File: config.mk
export PLATFORM = sky130hd
export DESIGN_NAME = nibble_add_seq
export DESIGN_NICKNAME = d
export VERILOG_FILES = /design/src/rtl/adder_pkg.sv /design/src/rtl/nibble_adder.sv /design/src/rtl/nibble_add_seq.sv
export SDC_FILE = /design/constraint.sdc
export NUM_CORES = 1
export LEC_CHECK = 0
export ABC_AREA = 1
export CAP_MARGIN = 25
export CORE_MARGIN = 4
export CORE_UTILIZATION = 51
export CTS_CLUSTER_DIAMETER = 100
export DETAILED_ROUTE_END_ITERATION = 16
export PLACE_DENSITY = 0.8
export SYNTH_ARGS = -nofsm -noshare
export SYNTH_HDL_FRONTEND = slang
export SYNTH_HIERARCHICAL = 1
export SYNTH_SLANG_ARGS = --single-unit
export TNS_END_PERCENT = 20
File: constraint.sdc
create_clock -name clk -period 3.47 [get_ports clk]
set_clock_uncertainty 0.1 [all_clocks]
set_input_delay 0.347 -clock clk [delete_from_list [all_inputs] [get_ports clk]]
set_output_delay 0.347 -clock clk [all_outputs]
set_load 0.1 [all_outputs]
File: src/rtl/adder_pkg.sv
// Shared definitions for the serial nibble add/subtract sequencer.
package adder_pkg;

    // Width of the single adder slice that is reused every RUN cycle.
    localparam int NIB_W = 4;

    // Sequencer states. The unused encoding 2'd3 recovers to IDLE.
    typedef enum logic [1:0] {
        S_IDLE = 2'd0,
        S_RUN  = 2'd1,
        S_DONE = 2'd2
    } state_t;

    // The nibble index always needs at least one bit, even for a one-nibble operand.
    function automatic int idx_width(input int nibbles);
        return (nibbles > 1) ? $clog2(nibbles) : 1;
    endfunction

endpackage

File: src/rtl/nibble_adder.sv
// One 4-bit ripple adder slice.
// It also exposes the carry into bit 3 so that signed overflow can be
// formed on the most-significant slice.
module nibble_adder
    import adder_pkg::*;
(
    input  logic [NIB_W-1:0] a,
    input  logic [NIB_W-1:0] b,
    input  logic             cin,
    output logic [NIB_W-1:0] s,
    output logic             cout,
    output logic             c3
);

    // Lower three bits: w_low[3] is the carry into bit 3.
    logic [3:0] w_low;
    // Top bit: w_high[1] is the slice carry-out.
    logic [1:0] w_high;

    // Split the add at bit 3 so the internal carry is visible.
    always_comb begin
        w_low  = {1'b0, a[2:0]} + {1'b0, b[2:0]} + {3'b000, cin};
        w_high = {1'b0, a[3]} + {1'b0, b[3]} + {1'b0, w_low[3]};
        s      = {w_high[0], w_low[2:0]};
        cout   = w_high[1];
        c3     = w_low[3];
    end

endmodule

File: src/rtl/nibble_add_seq.sv
// Serial multi-nibble add/subtract sequencer.
// It drives one shared 4-bit adder slice, least-significant nibble first,
// and takes NIBBLES cycles per operation.
// The handshake is start/ready/done. The results are sum, carry-out and
// signed overflow.
module nibble_add_seq
    import adder_pkg::*;
#(
    parameter int NIBBLES = 4
) (
    input  logic                     clk,
    input  logic                     rst_n,
    input  logic                     start,
    input  logic                     sub,
    input  logic [NIB_W*NIBBLES-1:0] a,
    input  logic [NIB_W*NIBBLES-1:0] b,
    output logic                     ready,
    output logic                     busy,
    output logic                     done,
    output logic [NIB_W*NIBBLES-1:0] sum,
    output logic                     carry,
    output logic                     overflow
);

    localparam int W     = NIB_W * NIBBLES;
    localparam int IDX_W = idx_width(NIBBLES);
    localparam logic [IDX_W-1:0] LAST_IDX = IDX_W'(NIBBLES - 1);

    state_t            r_state;
    state_t            w_next_state;

    logic [W-1:0]      r_a;
    logic [W-1:0]      r_b;
    logic              r_sub;
    logic [IDX_W-1:0]  r_idx;
    logic              r_c;
    logic [W-1:0]      r_sum;
    logic              r_carry;
    logic              r_ovf;

    logic              w_accept;
    logic              w_run;
    logic              w_last;
    logic [NIB_W-1:0]  w_a_nib;
    logic [NIB_W-1:0]  w_b_nib;
    logic [NIB_W-1:0]  w_b_op;
    logic [NIB_W-1:0]  w_s;
    logic              w_co;
    logic              w_c3;

    assign w_accept = (r_state == S_IDLE) && start;
    assign w_run    = (r_state == S_RUN);
    assign w_last   = (r_idx == LAST_IDX);

    // Select the current operand nibbles from the latched operands.
    always_comb begin
        w_a_nib = '0;
        w_b_nib = '0;
        for (int i = 0; i < NIBBLES; i++) begin
            if (r_idx == IDX_W'(i)) begin
                w_a_nib = r_a[i*NIB_W +: NIB_W];
                w_b_nib = r_b[i*NIB_W +: NIB_W];
            end
        end
    end

    // Subtraction is a + ~b + 1. The +1 comes from the initial carry.
    assign w_b_op = w_b_nib ^ {NIB_W{r_sub}};

    nibble_adder u_slice (
        .a    (w_a_nib),
        .b    (w_b_op),
        .cin  (r_c),
        .s    (w_s),
        .cout (w_co),
        .c3   (w_c3)
    );

    // State register.
    always_ff @(posedge clk or negedge rst_n) begin
        if (!rst_n) begin
            r_state <= S_IDLE;
        end else begin
            r_state <= w_next_state;
        end
    end

    // Next-state logic and Moore handshake outputs.
    always_comb begin
        w_next_state = S_IDLE;
        ready        = 1'b0;
        busy         = 1'b0;
        done         = 1'b0;
        case (r_state)
            S_IDLE: begin
                ready        = 1'b1;
                w_next_state = start ? S_RUN : S_IDLE;
            end
            S_RUN: begin
                busy         = 1'b1;
                w_next_state = w_last ? S_DONE : S_RUN;
            end
            S_DONE: begin
                done         = 1'b1;
                w_next_state = S_IDLE;
            end
            default: begin
                w_next_state = S_IDLE;
            end
        endcase
    end

    // Capture the operands on accept. Later changes to a, b and sub are ignored.
    always_ff @(posedge clk or negedge rst_n) begin
        if (!rst_n) begin
            r_a   <= '0;
            r_b   <= '0;
            r_sub <= 1'b0;
        end else if (w_accept) begin
            r_a   <= a;
            r_b   <= b;
            r_sub <= sub;
        end
    end

    // Nibble index and ripple carry.
    // The index returns to 0 after the last nibble, which keeps it in range
    // when NIBBLES is not a power of two.
    always_ff @(posedge clk or negedge rst_n) begin
        if (!rst_n) begin
            r_idx <= '0;
            r_c   <= 1'b0;
        end else if (w_accept) begin
            r_idx <= '0;
            r_c   <= sub;
        end else if (w_run) begin
            r_c   <= w_co;
            r_idx <= w_last ? '0 : r_idx + IDX_W'(1);
        end
    end

    // Write each slice result into its nibble of the sum register.
    always_ff @(posedge clk or negedge rst_n) begin
        if (!rst_n) begin
            r_sum <= '0;
        end else if (w_run) begin
            for (int i = 0; i < NIBBLES; i++) begin
                if (r_idx == IDX_W'(i)) begin
                    r_sum[i*NIB_W +: NIB_W] <= w_s;
                end
            end
        end
    end

    // Carry and signed overflow come from the most-significant slice only.
    always_ff @(posedge clk or negedge rst_n) begin
        if (!rst_n) begin
            r_carry <= 1'b0;
            r_ovf   <= 1'b0;
        end else if (w_run && w_last) begin
            r_carry <= w_co;
            r_ovf   <= w_c3 ^ w_co;
        end
    end

    assign sum      = r_sum;
    assign carry    = r_carry;
    assign overflow = r_ovf;

endmodule

==> results.yml, run 1 <==
drt:
  vias_per_cell: 5.002
  wirelength_um: 6039
  ant_nets: 0
  num_vias: 2331
  dr.first_iter.drc_count: 116
  drc: 0
  wire_per_inst_um: 12.96
  dr.pass1.iters: 6
setup_path:
  max_stage_delay_ns: 0.45
  crit_type: "reg -> reg"
  crit_slowest_cell: "fa_1"
  path_cells: "ha_1 > inv_1 > or2_2 > nand2_1 > nand2_1 > nand2_1 > inv_1 > fa_1 > nor2_1 > nor2_1 > fa_1 > inv_1 > xnor2_1 > o21ai_0"
  required_ns: 3.55
  arrival_ns: 3.20
  startpoint_type: "register"
  end_kind: "register"
  worst_r2r_path_depth: 14
  r2r_setup_slack_ns: 0.34
  critPathBufInv: 3
  crit_end: "overflow"
  crit_start: "r_idx[0]"
  timing.rr.end: "overflow"
  crit_cells: 14
  crit_fanout: 10
  worstReg2RegStart: "r_idx[0]"
  cp_top_family: "adder cells"
sta:
  post-route-min-period_ns: 3.128
  rsz0062_at_grt: "false"
  setup_viol: 0
  min_period_over_period_pct: 90.14
  worst_pin_slew_ns: 1.011
  finalHoldViolCount: 0
  slew_headroom_pct: 32.36
  max_freq_mhz: 319.7
  fin_setup_tns_ns: 0
  drv_slew: 0
synthesis:
  synth_top_family_by_area: "simple AND/OR/NAND/NOR gates"
  synth_compound_area_share_pct: 7.438
  synth_xor_area_share_pct: 0.6509
  postSynthAreaPerCell_sq_um: 7.916
  synth_simple_gate_area_share_pct: 27.80
  syn-num-nets: 385
  netlist_instances: 340
  ys_warn_count: 6
  synth_fa_ha_area_share_pct: 5.021
  netlist_area_sq_um: 2691
  ys_seq_area_share_pct: 52.07
  synth.distinct_cells: 17
  muxShareOfSynthArea_pct: 0
  ys_seq_elements: 56
grt:
  antenna_found_initial: 0
  grt_max_degree: 46
  grt_overflow: 0
  grt_pass1_wl_um: 10160
  grt_pass1_vias: 2234
  globalRouteTotalUtil_pct: 20.48
floorplanning:
  die_width_um: 80.65
  die_h_um: 80.65
  core_area_sq_um: 5107
  die_area_sq_um: 6504
  rows: 26
  initial_core_util_pct: 52.69
  num_io_pins: 57
clock_tree:
  cts_buffer_depth: 2
  insertion_delay_ns: 0.30
  numCtsBuffers: 5
  cts_tree: "yes"
  cts_max_level: 2
  clock-sinks: 56
  cts_root_buffer: "clkbuf_8"
  clkSlewWorstSetupHoldPaths_ns: 0.09
hold_path:
  hp-class: "reg -> reg"
  hold_start: "carry"
layout:
  synthToLayoutAreaGrowth_pct: 26.13
  layout.nets: 440
  antenna-diode-count: 0
  regArea_sq_um: 1401
  n_fill_cell: 447
  multi_input_area_sq_um: 1101
  drive_above_1_share_pct: 4.798
placed_design:
  gp_congestion: 0.8935
  io_buffers: 56
  hpwl_um: 4365
job:
  drv_cap: 0
run_status:
  outcome: "complete, no violations"
[routing by layer]
metal  track usage, %  up-vias  part of all wire (%)
li1                 -     1149                     -
met1            26.25     1087                    43
met2            33.94       83                    48
met3            5.045       12                   6.3
met4            6.757        0                   2.0
met5                0        -                     0
[through the flow]
step                cells  hold slack, ns  setup slack, ns  util (%)  area [sq um]
global placement      456          0.3663           0.5120     64.11          3274
detailed placement    456          0.3697           0.4068     64.11          3274
global route          466          0.4216          0.04987     66.46          3395
floorplan             340        -0.04859           0.7482         -          2691
CTS                   464          0.1177           0.3840     65.87          3364
finish                466          0.3833           0.3421     66.46          3395
[synth_stat cells]
library cell	number	area share (%)
nand2_1	166	23
dfrtp_1	56	52
inv_1	30	4.2
o21ai_0	23	4.3
a21oi_1	13	2.4
nand3_1	10	1.9
buf_2	7	1.3
nor2_1	7	0.98
ha_1	6	2.8
buf_4	5	1.4
o21ai_1	4	0.74
or2_2	4	0.93
fa_1	3	2.2
nor2_2	2	0.46
xnor2_1	2	0.65
inv_2	1	0.14
nor2_4	1	0.42
[worst min-delay path by stage]
stage	end	cells past startpoint	slack [ns]
final	carry	2	0.38
after global routing	r_b[10]	2	0.42
after CTS	r_b[0]	1	0.12
after global placement	sum[9]	2	0.37
after floorplan	carry	0	-0.05
after detailed placement	carry	2	0.37
[tightest hold or removal path: cells and delay by family, from the launching register on]
kind	cells	cell delay, ns
and+or+nand+nor	2	0.11
DFF	1	0.35
[cell usage in the layout (no fill, tap or decap), types with 2 or more instances in the layout]
master	n
fa_1	3
inv_1	30
dfrtp_1	56
clkbuf_1	2
nand2_1	166
xnor2_1	2
o21ai_1	4
nor2_2	2
nor2_1	7
nand3_1	10
clkbuf_8	6
or2_2	4
clkdlybuf4s50_1	54
a21oi_1	13
buf_4	3
ha_1	6
o21ai_0	23
[cells by family (layout without fill, tap and decap cells)]
| logic type | Yosys count | count (layout) |
|---|---|---|
| adder cells (fa/ha/maj) | 9 | 9 |
| flip-flops | 56 | 56 |
| XOR/XNOR | 2 | 2 |
| buffers and inverters | 43 | 99 |
| AND/OR/NAND/NOR | 190 | 190 |
| AO/OA/AOI/OAI | 40 | 40 |
[cell type report]
class / instances / share of cell area [%]
Multi-Input combinational cell: 241 / 32.44
Clock buffer: 8 / 2.654
Sequential cell: 56 / 41.28
Timing Repair Buffer: 60 / 17.62
Inverter: 31 / 3.428
Tap cell: 70 / 2.580
[state kept, by name, indices dropped and copies added, names as in the netlist]
name	count
carry	1
overflow	1
r_a	16
r_b	16
r_c	1
r_idx	2
r_state	2
r_sub	1
sum	16
[repair_timing]
item / in CTS / in global routing
buffers inserted: 0 / 0
resized for setup: 0 / 0
hold endpoints to repair: 0 / 16
hold buffers: 0 / 1
Power of run 1 is left out: the tool's default activity adds up to more than one toggle a clock period on the data nets, which glitch-free logic cannot reach.
==> run 2: changes to the inputs <==
Settings changed: CAP_MARGIN 25 to 10, CORE_UTILIZATION 51 to 46, PLACE_DENSITY 0.8 to 0.76, SYNTH_HIERARCHICAL 1 to not set.
Clock period 3.47 ns to 2.8 ns, I/O delays scaled along.
==> run 2 against run 1 <==
  * Cell count rose by 1.9%
  * Flip-flop and latch count did not move
  * Die area rose by 10%
  * Non-clock buffer count rose by 17
  * Clock-buffer cell count fell by 3
  * Fmax rose by 13%
  * Critical path type unchanged
  * Critical endpoint is now r_c
  * Largest cell class unchanged
==> results.yml, run 2 <==
run_status:
  outcome: "complete, no violations"
clock_tree:
  insertion_delay_ns: 0.32
  cts_max_level: 2
  numCtsBuffers: 5
  cts_buffer_depth: 2
  cts_tree: "yes"
  clkSlewWorstSetupHoldPaths_ns: 0.10
  clock-sinks: 56
  cts_root_buffer: "clkbuf_8"
synthesis:
  ys.flop_type: "dfrtp_1"
  syn-num-nets: 374
  netlist_instances: 329
  synth_top_area_cell: "dfrtp_1"
  synthArstFlopShare_pct: 100.0
  ys_seq_area_share_pct: 51.78
  synth_edf_count: 0
  netlist_area_sq_um: 2706
  ys_seq_elements: 56
  synth.distinct_cells: 23
  ys_warn_count: 0
  postSynthAreaPerCell_sq_um: 8.226
  synth_most_common_cell: "nand2_1"
  synth_top_area_share_pct: 51.78
  synth_common_cells: "nand2_1 (164), dfrtp_1 (56), inv_1 (17), nand3_1 (17), o21ai_0 (14)"
  synthTopCellsByArea: "dfrtp_1 (52%), nand2_1 (23%), nand3_1 (3.1%), ha_1 (2.8%), o21ai_0 (2.6%)"
floorplanning:
  num_io_pins: 57
  initial_core_util_pct: 48.26
  core_area_sq_um: 5608
  die_h_um: 84.71
  die_area_sq_um: 7175
  die_width_um: 84.71
  rows: 27
placed_design:
  io_buffers: 56
  hpwl_um: 4487
  gp_congestion: 0.8551
layout:
  mostFrequentLayoutCell: "nand2_1"
  drive_above_1_share_pct: 22.58
  synthToLayoutAreaGrowth_pct: 32.92
  antenna-diode-count: 0
  final_cell_mix: "nand2_1 (162), dfrtp_1 (55), buf_4 (39), clkdlybuf4s50_1 (34), nand3_1 (16)"
  layout.nets: 447
grt:
  grt_pass1_wl_um: 10300
  grt_pass1_vias: 2320
  grt_overflow: 0
  globalRouteTotalUtil_pct: 17.70
  antenna_found_initial: 0
  grt_max_degree: 57
sta:
  rsz0062_at_grt: "true"
  worst_pin_slew_ns: 0.3069
  fin_setup_tns_ns: 0
  setup_viol: 0
  finalHoldViolCount: 0
  max_freq_mhz: 362.2
  drv_slew: 0
  post-route-min-period_ns: 2.761
  slew_headroom_pct: 79.54
  min_period_over_period_pct: 98.59
setup_path:
  arrival_ns: 2.91
  r2r_setup_slack_ns: 0.04
  crit_type: "reg -> reg"
  worstReg2RegStart: "r_idx[1]"
  startpoint_type: "register"
  timing.rr.end: "r_c"
  worst_r2r_path_depth: 14
  required_ns: 2.95
  crit_fanout: 4
  crit_start: "r_idx[1]"
  end_kind: "register"
drt:
  num_vias: 2282
  wire_per_inst_um: 12.88
  vias_per_cell: 4.804
  ant_nets: 0
  dr.first_iter.drc_count: 118
  drc: 0
  dr.pass1.iters: 4
  wirelength_um: 6117
job:
  drv_cap: 0
hold_path:
  hp-class: "in -> async"
run 2: area by class of cell:
cell class                      count  area, sq um
Fill cell                         510         2011
Sequential cell                    56         1403
Multi-Input combinational cell    242         1234
Timing Repair Buffer               77        679.4
Tap cell                           72        90.09
Inverter                           20        80.08
Clock buffer                        5        68.82
Clock inverter                      3        42.54
run 2: stage by stage:
stage / worst slack (ns) / instance area (sq um) / util [%] / hold WS (ns) / cells
global placement: 0.02117 / 3347 / 59.68 / 0.1989 / 462
detailed placement: -0.08962 / 3347 / 59.68 / 0.2003 / 462
finish: 0.03939 / 3597 / 64.15 / 0.3749 / 475
CTS: 0.02367 / 3522 / 62.81 / 0.3823 / 472
floorplan: 0.1112 / 2706 / - / -0.1156 / 329
global route: -0.06174 / 3597 / 64.15 / 0.3864 / 475
run 2: cell families after synthesis:
family          synth area share (%)
xor+xnor                      0.3237
fa+ha+maj                      4.993
flops                          51.78
compound gates                 6.565
simple gates                   30.33
buf+inv                        6.010
run 2: worst max-delay path by stage:
stage	to	slack [ns]	cells past startpoint
after global routing	r_c	-0.06	14
after detailed placement	sum[11]	-0.09	14
after CTS	r_c	0.02	14
after global placement	r_c	0.02	15
final	r_c	0.04	14
after floorplan	r_c	0.11	14
run 2: timing repair:
| item | CTS | global route |
|---|---|---|
| hold buffers | 1 | 0 |
| setup endpoints to repair | 6 | 7 |
| pin swaps | 1 | 4 |
| gates resized for setup | 12 | 18 |
| buffers inserted | 1 | 3 |
| hold endpoints to repair | 56 | 0 |
run 2: routing by layer:
| layer | GRT usage, % | part of all wire, % |
|---|---|---|
| met3 | 4.907 | 6.0 |
| met5 | 0 | 0 |
| met4 | 6.331 | 1.9 |
| met2 | 29.82 | 48 |
| met1 | 21.73 | 44 |
run 2: worst max-delay path, stage by stage, from the launching register on:
cell and delay, ns:
dfrtp_1 0.43, buf_6 0.14, ha_4 0.16, buf_4 0.15, a21oi_1 0.22, nand2_2 0.11
nand3_1 0.08, nand2_1 0.06, ha_1 0.28, nand3_1 0.10, nand3_2 0.10, inv_2 0.05
fa_2 0.33, or2_2 0.31, nand3_1 0.08
Power of run 2 is left out for the same reason.
==> run 3: changes to the inputs <==
Settings changed: CORE_MARGIN 4 to not set, HOLD_SLACK_MARGIN set to 0.1, SYNTH_HIERARCHICAL set to 1.
==> run 3 against run 2 <==
  * Fmax shrank 0.57%
  * Die area shrank 14%
  * Global-route usage grew 3.5 points
  * Setup slack lost 0.016 ns
==> results.yml, run 3 (synthesis gave the netlist of run 1 again) <==
sta:
  setup_viol: 0
  rsz0062_at_grt: "true"
  fin_ws_ns: 0.02350
  min_period_over_period_pct: 99.16
  max_freq_mhz: 360.2
  worst_pin_slew_ns: 0.6861
  finalHoldViolCount: 0
  drv_slew: 0
  slew_headroom_pct: 54.26
  post-route-min-period_ns: 2.776
placed_design:
  dp_cells: 469
  gp_congestion: 0.8463
  place_area_sq_um: 3309
  hpwl_um: 4251
  dp_slack_ns: -0.1004
  io_buffers: 56
drt:
  wirelength_um: 6018
  dr.pass1.iters: 4
  drc: 0
  num_vias: 2322
  vias_per_cell: 4.858
  dr.first_iter.drc_count: 227
  ant_nets: 0
  wire_per_inst_um: 12.59
layout:
  final_cells: 478
  drive_above_1_share_pct: 20.94
  mostFrequentLayoutCell: "nand2_1"
  final_util_pct: 64.06
  final_cell_mix: "nand2_1 (160), dfrtp_1 (54), clkdlybuf4s50_1 (34), buf_4 (34), inv_1 (22)"
  layout.nets: 451
  final_cell_area_sq_um: 3571
  synthToLayoutAreaGrowth_pct: 32.68
  antenna-diode-count: 0
clock_tree:
  cts_tree: "yes"
  clkSlewWorstSetupHoldPaths_ns: 0.09
  cts_buffer_depth: 2
  cts_root_buffer: "clkbuf_8"
  insertion_delay_ns: 0.31
  cts_max_level: 2
  numCtsBuffers: 5
  clock-sinks: 56
setup_path:
  crit_fanout: 6
  crit_start: "r_idx[0]"
  path_cells: "inv_4 > ha_4 > nand2_2 > o21ai_2 > nand2_1 > a21oi_1 > inv_1 > fa_2 > nor2_2 > nor2_2 > fa_1 > inv_1 > inv_2 > o21ai_2"
  cp_top_family: "adder cells"
  required_ns: 2.89
  crit_type: "reg -> reg"
  max_stage_delay_ns: 0.50
  arrival_ns: 2.87
  worstReg2RegStart: "r_idx[0]"
  critPathBufInv: 4
  startpoint_type: "register"
  crit_slowest_cell: "fa_1"
  end_kind: "register"
floorplanning:
  die_h_um: 78.49
  die_area_sq_um: 6161
  initial_core_util_pct: 48.28
  core_area_sq_um: 5574
  num_io_pins: 57
  die_width_um: 78.49
  rows: 27
grt:
  grt_pass1_vias: 2161
  grt_overflow: 0
  grt_pass1_wl_um: 10080
  grt_max_degree: 57
  globalRouteTotalUtil_pct: 21.22
  antenna_found_initial: 0
hold_path:
  hold_start: "r_b[14]"
  hp-class: "reg -> reg"
run_status:
  outcome: "complete, no violations"
job:
  drv_cap: 0
## run 3: changes by cell type in the layout (fill, tap and decap cells not counted), moves of 5 or more
cell,previous run,this run
a21oi_1,6,11
o21ai_0,11,16
nand3_1,16,8
buf_4,39,34
inv_1,12,22
## run 3: what timing repair did
| action | CTS | global route |
|---|---|---|
| hold buffers | 1 | 0 |
| gates resized for setup | 7 | 42 |
| setup endpoints to repair | 15 | 15 |
| endpoints found under the hold margin | 56 | 0 |
| pin swaps | 0 | 21 |
| buffers inserted | 0 | 1 |
## run 3: path summary, 6_finish.rpt
path / endpoint / slack (ns) / depth (start not counted)
min reg2reg: r_b[14] / 0.38 / 2
max: sum[7] / 0.02 / 14
max in group asynchronous: r_idx[0] / 1.57 / 3
min in group asynchronous: r_a[1] / 0.51 / 3
min: r_b[14] / 0.38 / 2
max reg2reg: sum[7] / 0.02 / 14
## run 3: worst reg2reg max path: cells and delay by family (launching register included)
| kind | cells | cell delay [ns] |
|---|---|---|
| flip-flops | 1 | 0.49 |
| adder cells (fa/ha/maj) | 3 | 1.10 |
| buffers and inverters | 4 | 0.34 |
| AND/OR/NAND/NOR | 4 | 0.30 |
| AO/OA/AOI/OAI | 3 | 0.35 |
## run 3: metal layers
layer	global-route usage, %	vias to the layer above	wire, um
li1	-	1168	-
met1	28.64	1085	2717
met2	34.65	61	2960
met3	4.419	8	272
met4	5.926	0	68
met5	0	-	0
## run 3: per-stage QoR
step                      TNS (ns)  hold slack (ns)
after floorplan                  0          -0.1156
after global placement           0           0.3501
after detailed placement   -0.5894           0.3510
after CTS                        0           0.3892
after global routing       -0.8073           0.4009
final                            0           0.3801
## run 3: layout make-up
class / instances / area, sq um
sequential: 56 / 1404
tap: 72 / 90.09
inverter: 31 / 123.9
timing repair buffer: 71 / 621.8
fill: 496 / 2003
multi-input combinational: 241 / 1235
clock buffer: 7 / 96.34
Power of run 3 is left out for the same reason.
==> patch 1, RTL diff (flow settings as in run 1) <==
`NIBBLES`: 4 -> 2.
--- a/src/rtl/nibble_add_seq.sv
+++ b/src/rtl/nibble_add_seq.sv
@@ -8,3 +8,3 @@
 #(
-    parameter int NIBBLES = 4
+    parameter int NIBBLES = 2
 ) (
Interface: changed (resized a, b and sum); port bits go from 57 to 33. No check against the original RTL was run, so the function may have changed too.
==> patch 1 against run 1 <==
- hold slack got worse by 0.091 ns
- setup slack gained 0.41 ns
- critical endpoint unchanged
- area after synthesis is 39% lower
- sequential share of layout area decreased by 3.6 points
- wire length shrank 51%
- critical path type unchanged
- highest routed layer unchanged
- sequential cell count down 25
- design area down 39%
Power is left out: the tool's default activity adds up to more than one toggle a clock period on the data nets, which glitch-free logic cannot reach.
==> patch 1: results (changes against run 1) <==
Status
  • Outcome: completed (unchanged)

Detailed routing
  • Met2 wire len: 1440 um (was 2920 um)
  • Via-per-instance ratio: 4.63 (was 5.00)
  • Routed Wire Length: 2950 um (was 6040 um)
  • DRT Pass-1 Iters: 4 (was 6)
  • DRT iter0 DRCs: 36 (was 116)
  • Routed wl met3: 193 um (was 379 um)
  • Wire length on met1: 1280 um (was 2620 um)

GRT
  • Met2 Resource Use GR: 28.4% (was 33.9%)
  • Largest net degree at the start of global routing: 32 (was 46)
  • First-pass GRT wire length: 5380 um (was 10200 um)
  • Vias in the first global route: 1292 (was 2234)
  • Met1 Use GR: 19.9% (was 26.2%)
  • Met3 Use GR: 5.89% (was 5.04%)

Placed design
  • DP Wirelength: 2340 um (was 4360 um)
  • Gpl congestion: 0.825 (was 0.894)
  • # port buffers: 32 (was 56)

Final layout
  • N_diodes: 0 (unchanged)
  • Share of cells above drive strength 1: 13.0% (was 4.80%)
  • Final nets: 263 (was 440)

Min path
  • Min-delay worst type: input port to asynchronous set/reset pin (was flop to flop)

Logic synthesis
  • Synth top cells by count: 96 x nand2_1, 31 x dfrtp_1, 23 x nand3_1 (was 166 x nand2_1, 56 x dfrtp_1, 30 x inv_1)
  • Post-synthesis sequential area ratio: 47.2% (was 52.1%)
  • Adder-Cell Fraction of Synth Area: 5.18% (was 5.02%)
  • Synth Area in XOR/XNOR: 0.533% (was 0.651%)
  • Compound-Gate Fraction of Synth Area: 0.609% (was 7.44%)

Clocking
  • Root buffer cell: clkbuf_4 (was clkbuf_8)
  • Clk_lat worst skew: 0.34 ns (was 0.30 ns)

Critical path
  • Slowest stage cell, crit path: dfrtp_1 (was fa_1)
  • Slowest stage delay, CP: 0.62 ns (was 0.45 ns)
  • Critical Path AT: 2.85 ns (was 3.20 ns)
[patch 1: changes by cell type in the layout (fill, tap and decap cells not counted), sizes merged, moves of 2 or more]
cell	before	now
inv	31	18
clkdlybuf4s50	54	29
nand2	166	110
a21oi	13	1
or2	4	0
o21ai	27	1
nand3	10	23
dfrtp	56	31
nor2	10	8
ha	6	2
clkbuf	8	6
[patch 1: cells by family after synthesis]
group / count (synthesis)
flip-flops: 31
buffers and inverters: 23
AO/OA/AOI/OAI: 2
adder cells (fa/ha/maj): 5
AND/OR/NAND/NOR: 141
XOR/XNOR: 1
[patch 1: stage by stage]
step / instance area (sq um) / hold WS, ns / cells / worst slack (ns) / util [%]
3_3_place_gp: 1970 / 0.354 / 275 / 0.915 / 64.0
5_1_grt: 2060 / 0.319 / 283 / 0.463 / 66.8
6_report: 2060 / 0.293 / 283 / 0.750 / 66.8
3_5_place_dp: 1970 / 0.358 / 275 / 0.774 / 64.0
4_1_cts: 2060 / 0.299 / 283 / 0.747 / 66.8
2_1_floorplan: 1640 / -0.0486 / 203 / 1.16 / -
[patch 1: cell type report]
type                            instances  area, sq um
Timing Repair Buffer                   33          320
Fill cell                             277         1020
Tap cell                               44         55.1
Multi-Input combinational cell        149          752
Inverter                               18         67.6
Clock inverter                          2         35.0
Clock buffer                            6         51.3
Sequential cell                        31          776
[patch 1: final timing paths]
check,slack [ns],from,end,depth (start not counted)
max in group asynchronous,2.69,rst_n,r_a[3],2
setup / recovery,0.75,r_idx,overflow,15
hold reg to reg,0.37,overflow,overflow,2
setup reg to reg,0.75,r_idx,overflow,15
hold / removal,0.29,rst_n,sum[0],2
min in group clk,0.37,overflow,overflow,2
==> patch 2, RTL diff (flow settings as in run 1) <==
Made on the original files. Re-encode `state_t` (3 states) as one-hot, 3 bits wide.
--- a/src/rtl/adder_pkg.sv
+++ b/src/rtl/adder_pkg.sv
@@ -7,6 +7,6 @@
     // Sequencer states. The unused encoding 2'd3 recovers to IDLE.
-    typedef enum logic [1:0] {
-        S_IDLE = 2'd0,
-        S_RUN  = 2'd1,
-        S_DONE = 2'd2
+    typedef enum logic [2:0] {
+        S_IDLE = 3'b001,
+        S_RUN  = 3'b010,
+        S_DONE = 3'b100
     } state_t;
Function: same outputs for any inputs over 10 cycles, from zero or initial values and one cycle with rst_n low; not proved beyond that.
==> patch 2 against run 1 <==
- setup slack got worse by 0.012 ns
- wire length increased by 1.1%
- design area increased by 5.6%
- count of clock-buffer cells in the layout increased by 6
- area after synthesis increased by 3.4%
- sequential cell count increased by 1
Power is left out: the tool's default activity adds up to more than one toggle a clock period on the data nets, which glitch-free logic cannot reach.
==> patch 2: results (changes against run 1) <==
Status
  • Outcome: completed (unchanged)

Detailed routing
  • DRT Pass-1 Iters: 5 (was 6)
  • Routed wl met3: 316 um (was 379 um)
  • Via-per-instance ratio: 4.98 (was 5.00)
  • Via count: 2380 (was 2331)
  • Wire length on met1: 2730 um (was 2620 um)
  • Routed Wire Length: 6110 um (was 6040 um)

Final layout
  • Share of cells above drive strength 1: 10.3% (was 4.80%)
  • ClkCell Share: 5.79% (was 2.65%)
  • Final nets: 448 (was 440)
  • N_diodes: 0 (unchanged)
  • Non-clock buffering overhead: 16.5% (was 17.6%)
  • Clkbuf count: 14 (was 8)
  • Multi-input gates: 240 (was 241)
  • Num sequential: 57 (was 56)
  • Multi-input gate share of total cell area: 31.7% (was 32.4%)
  • Register Area: 0.00143 sq mm (was 0.00140 sq mm)
  • Fin area: 0.00359 sq mm (was 0.00339 sq mm)
  • Inverters: 35 (was 31)

Critical path
  • CP top delay family: adder cells (unchanged)
  • Critical Path AT: 3.32 ns (was 3.20 ns)
  • Worst-path maximum fanout: 14 (was 10)

GRT
  • Met3 Use GR: 5.15% (was 5.04%)
  • Met1 Use GR: 24.0% (was 26.2%)
  • GRT Overall Usage: 20.3% (was 20.5%)
  • Vias in the first global route: 2316 (was 2234)
  • Largest net degree at the start of global routing: 47 (was 46)
  • Met2 Resource Use GR: 33.0% (was 33.9%)
  • First-pass GRT wire length: 10100 um (was 10200 um)

STA
  • Worst Tran Pin Value: 0.974 ns (was 1.01 ns)

Logic synthesis
  • Netlist cell types: 24 (was 17)
  • Post-synthesis cell area: 0.00278 sq mm (was 0.00269 sq mm)
  • Synth top cells by count: 160 x nand2_1, 56 x dfrtp_1, 29 x inv_1 (was 166 x nand2_1, 56 x dfrtp_1, 30 x inv_1)
  • Post-synthesis sequential area ratio: 51.3% (was 52.1%)
  • Synth area leaders: dfrtp_1 50%, nand2_1 22%, o21ai_0 4.5%, inv_1 3.9%, ha_1 2.7% (was dfrtp_1 52%, nand2_1 23%, o21ai_0 4.3%, inv_1 4.2%, ha_1 2.8%)
  • Syn_nets: 389 (was 385)
  • Post-Syn Instances: 344 (was 340)

Min path
  • Min-delay worst type: input port to asynchronous set/reset pin (was flop to flop)

Clocking
  • Clk_lat worst skew: 0.34 ns (was 0.30 ns)
  • Clock transition at path regs: 0.06 ns (was 0.09 ns)
  • H-tree Lvls: 3 (was 2)
  • Num CTS Buffers: 9 (was 5)

Placed design
  • DP Wirelength: 4470 um (was 4360 um)
  • Place WS: 0.366 ns (was 0.407 ns)
  • Placed Area: 0.00335 sq mm (was 0.00327 sq mm)
  • Gpl congestion: 0.834 (was 0.894)
  • Post-Place Cells: 460 (was 456)
-- patch 2: cells by family after synthesis --
kind of cell / after synthesis / share of synthesized area [%]
buffers and inverters: 47 / 7.86
DFF: 57 / 51.3
adders and majority gates: 9 / 4.85
and+or+nand+nor: 185 / 26.7
xor gates and xnor gates: 2 / 0.629
AOI/OAI and AO/OA: 44 / 8.72
-- patch 2: worst paths after layout --
| kind | start | endpoint | slack, ns |
|---|---|---|---|
| worst max register to register | r_idx[1] | r_c | 0.33 |
| max in group asynchronous | rst_n | sum[14] | 2.35 |
| worst min-delay path | rst_n | r_b[6] | 0.26 |
| min in group clk | sum[14] | sum[14] | 0.38 |
| worst min register to register | sum[14] | sum[14] | 0.38 |
| worst max-delay path | r_idx[1] | r_c | 0.33 |
-- patch 2: timing repair --
| item | CTS | global route |
|---|---|---|
| endpoints found under the setup margin | 0 | 0 |
| endpoints found under the hold margin | 0 | 44 |
| resized for setup | 0 | 0 |
| hold buffers | 0 | 1 |
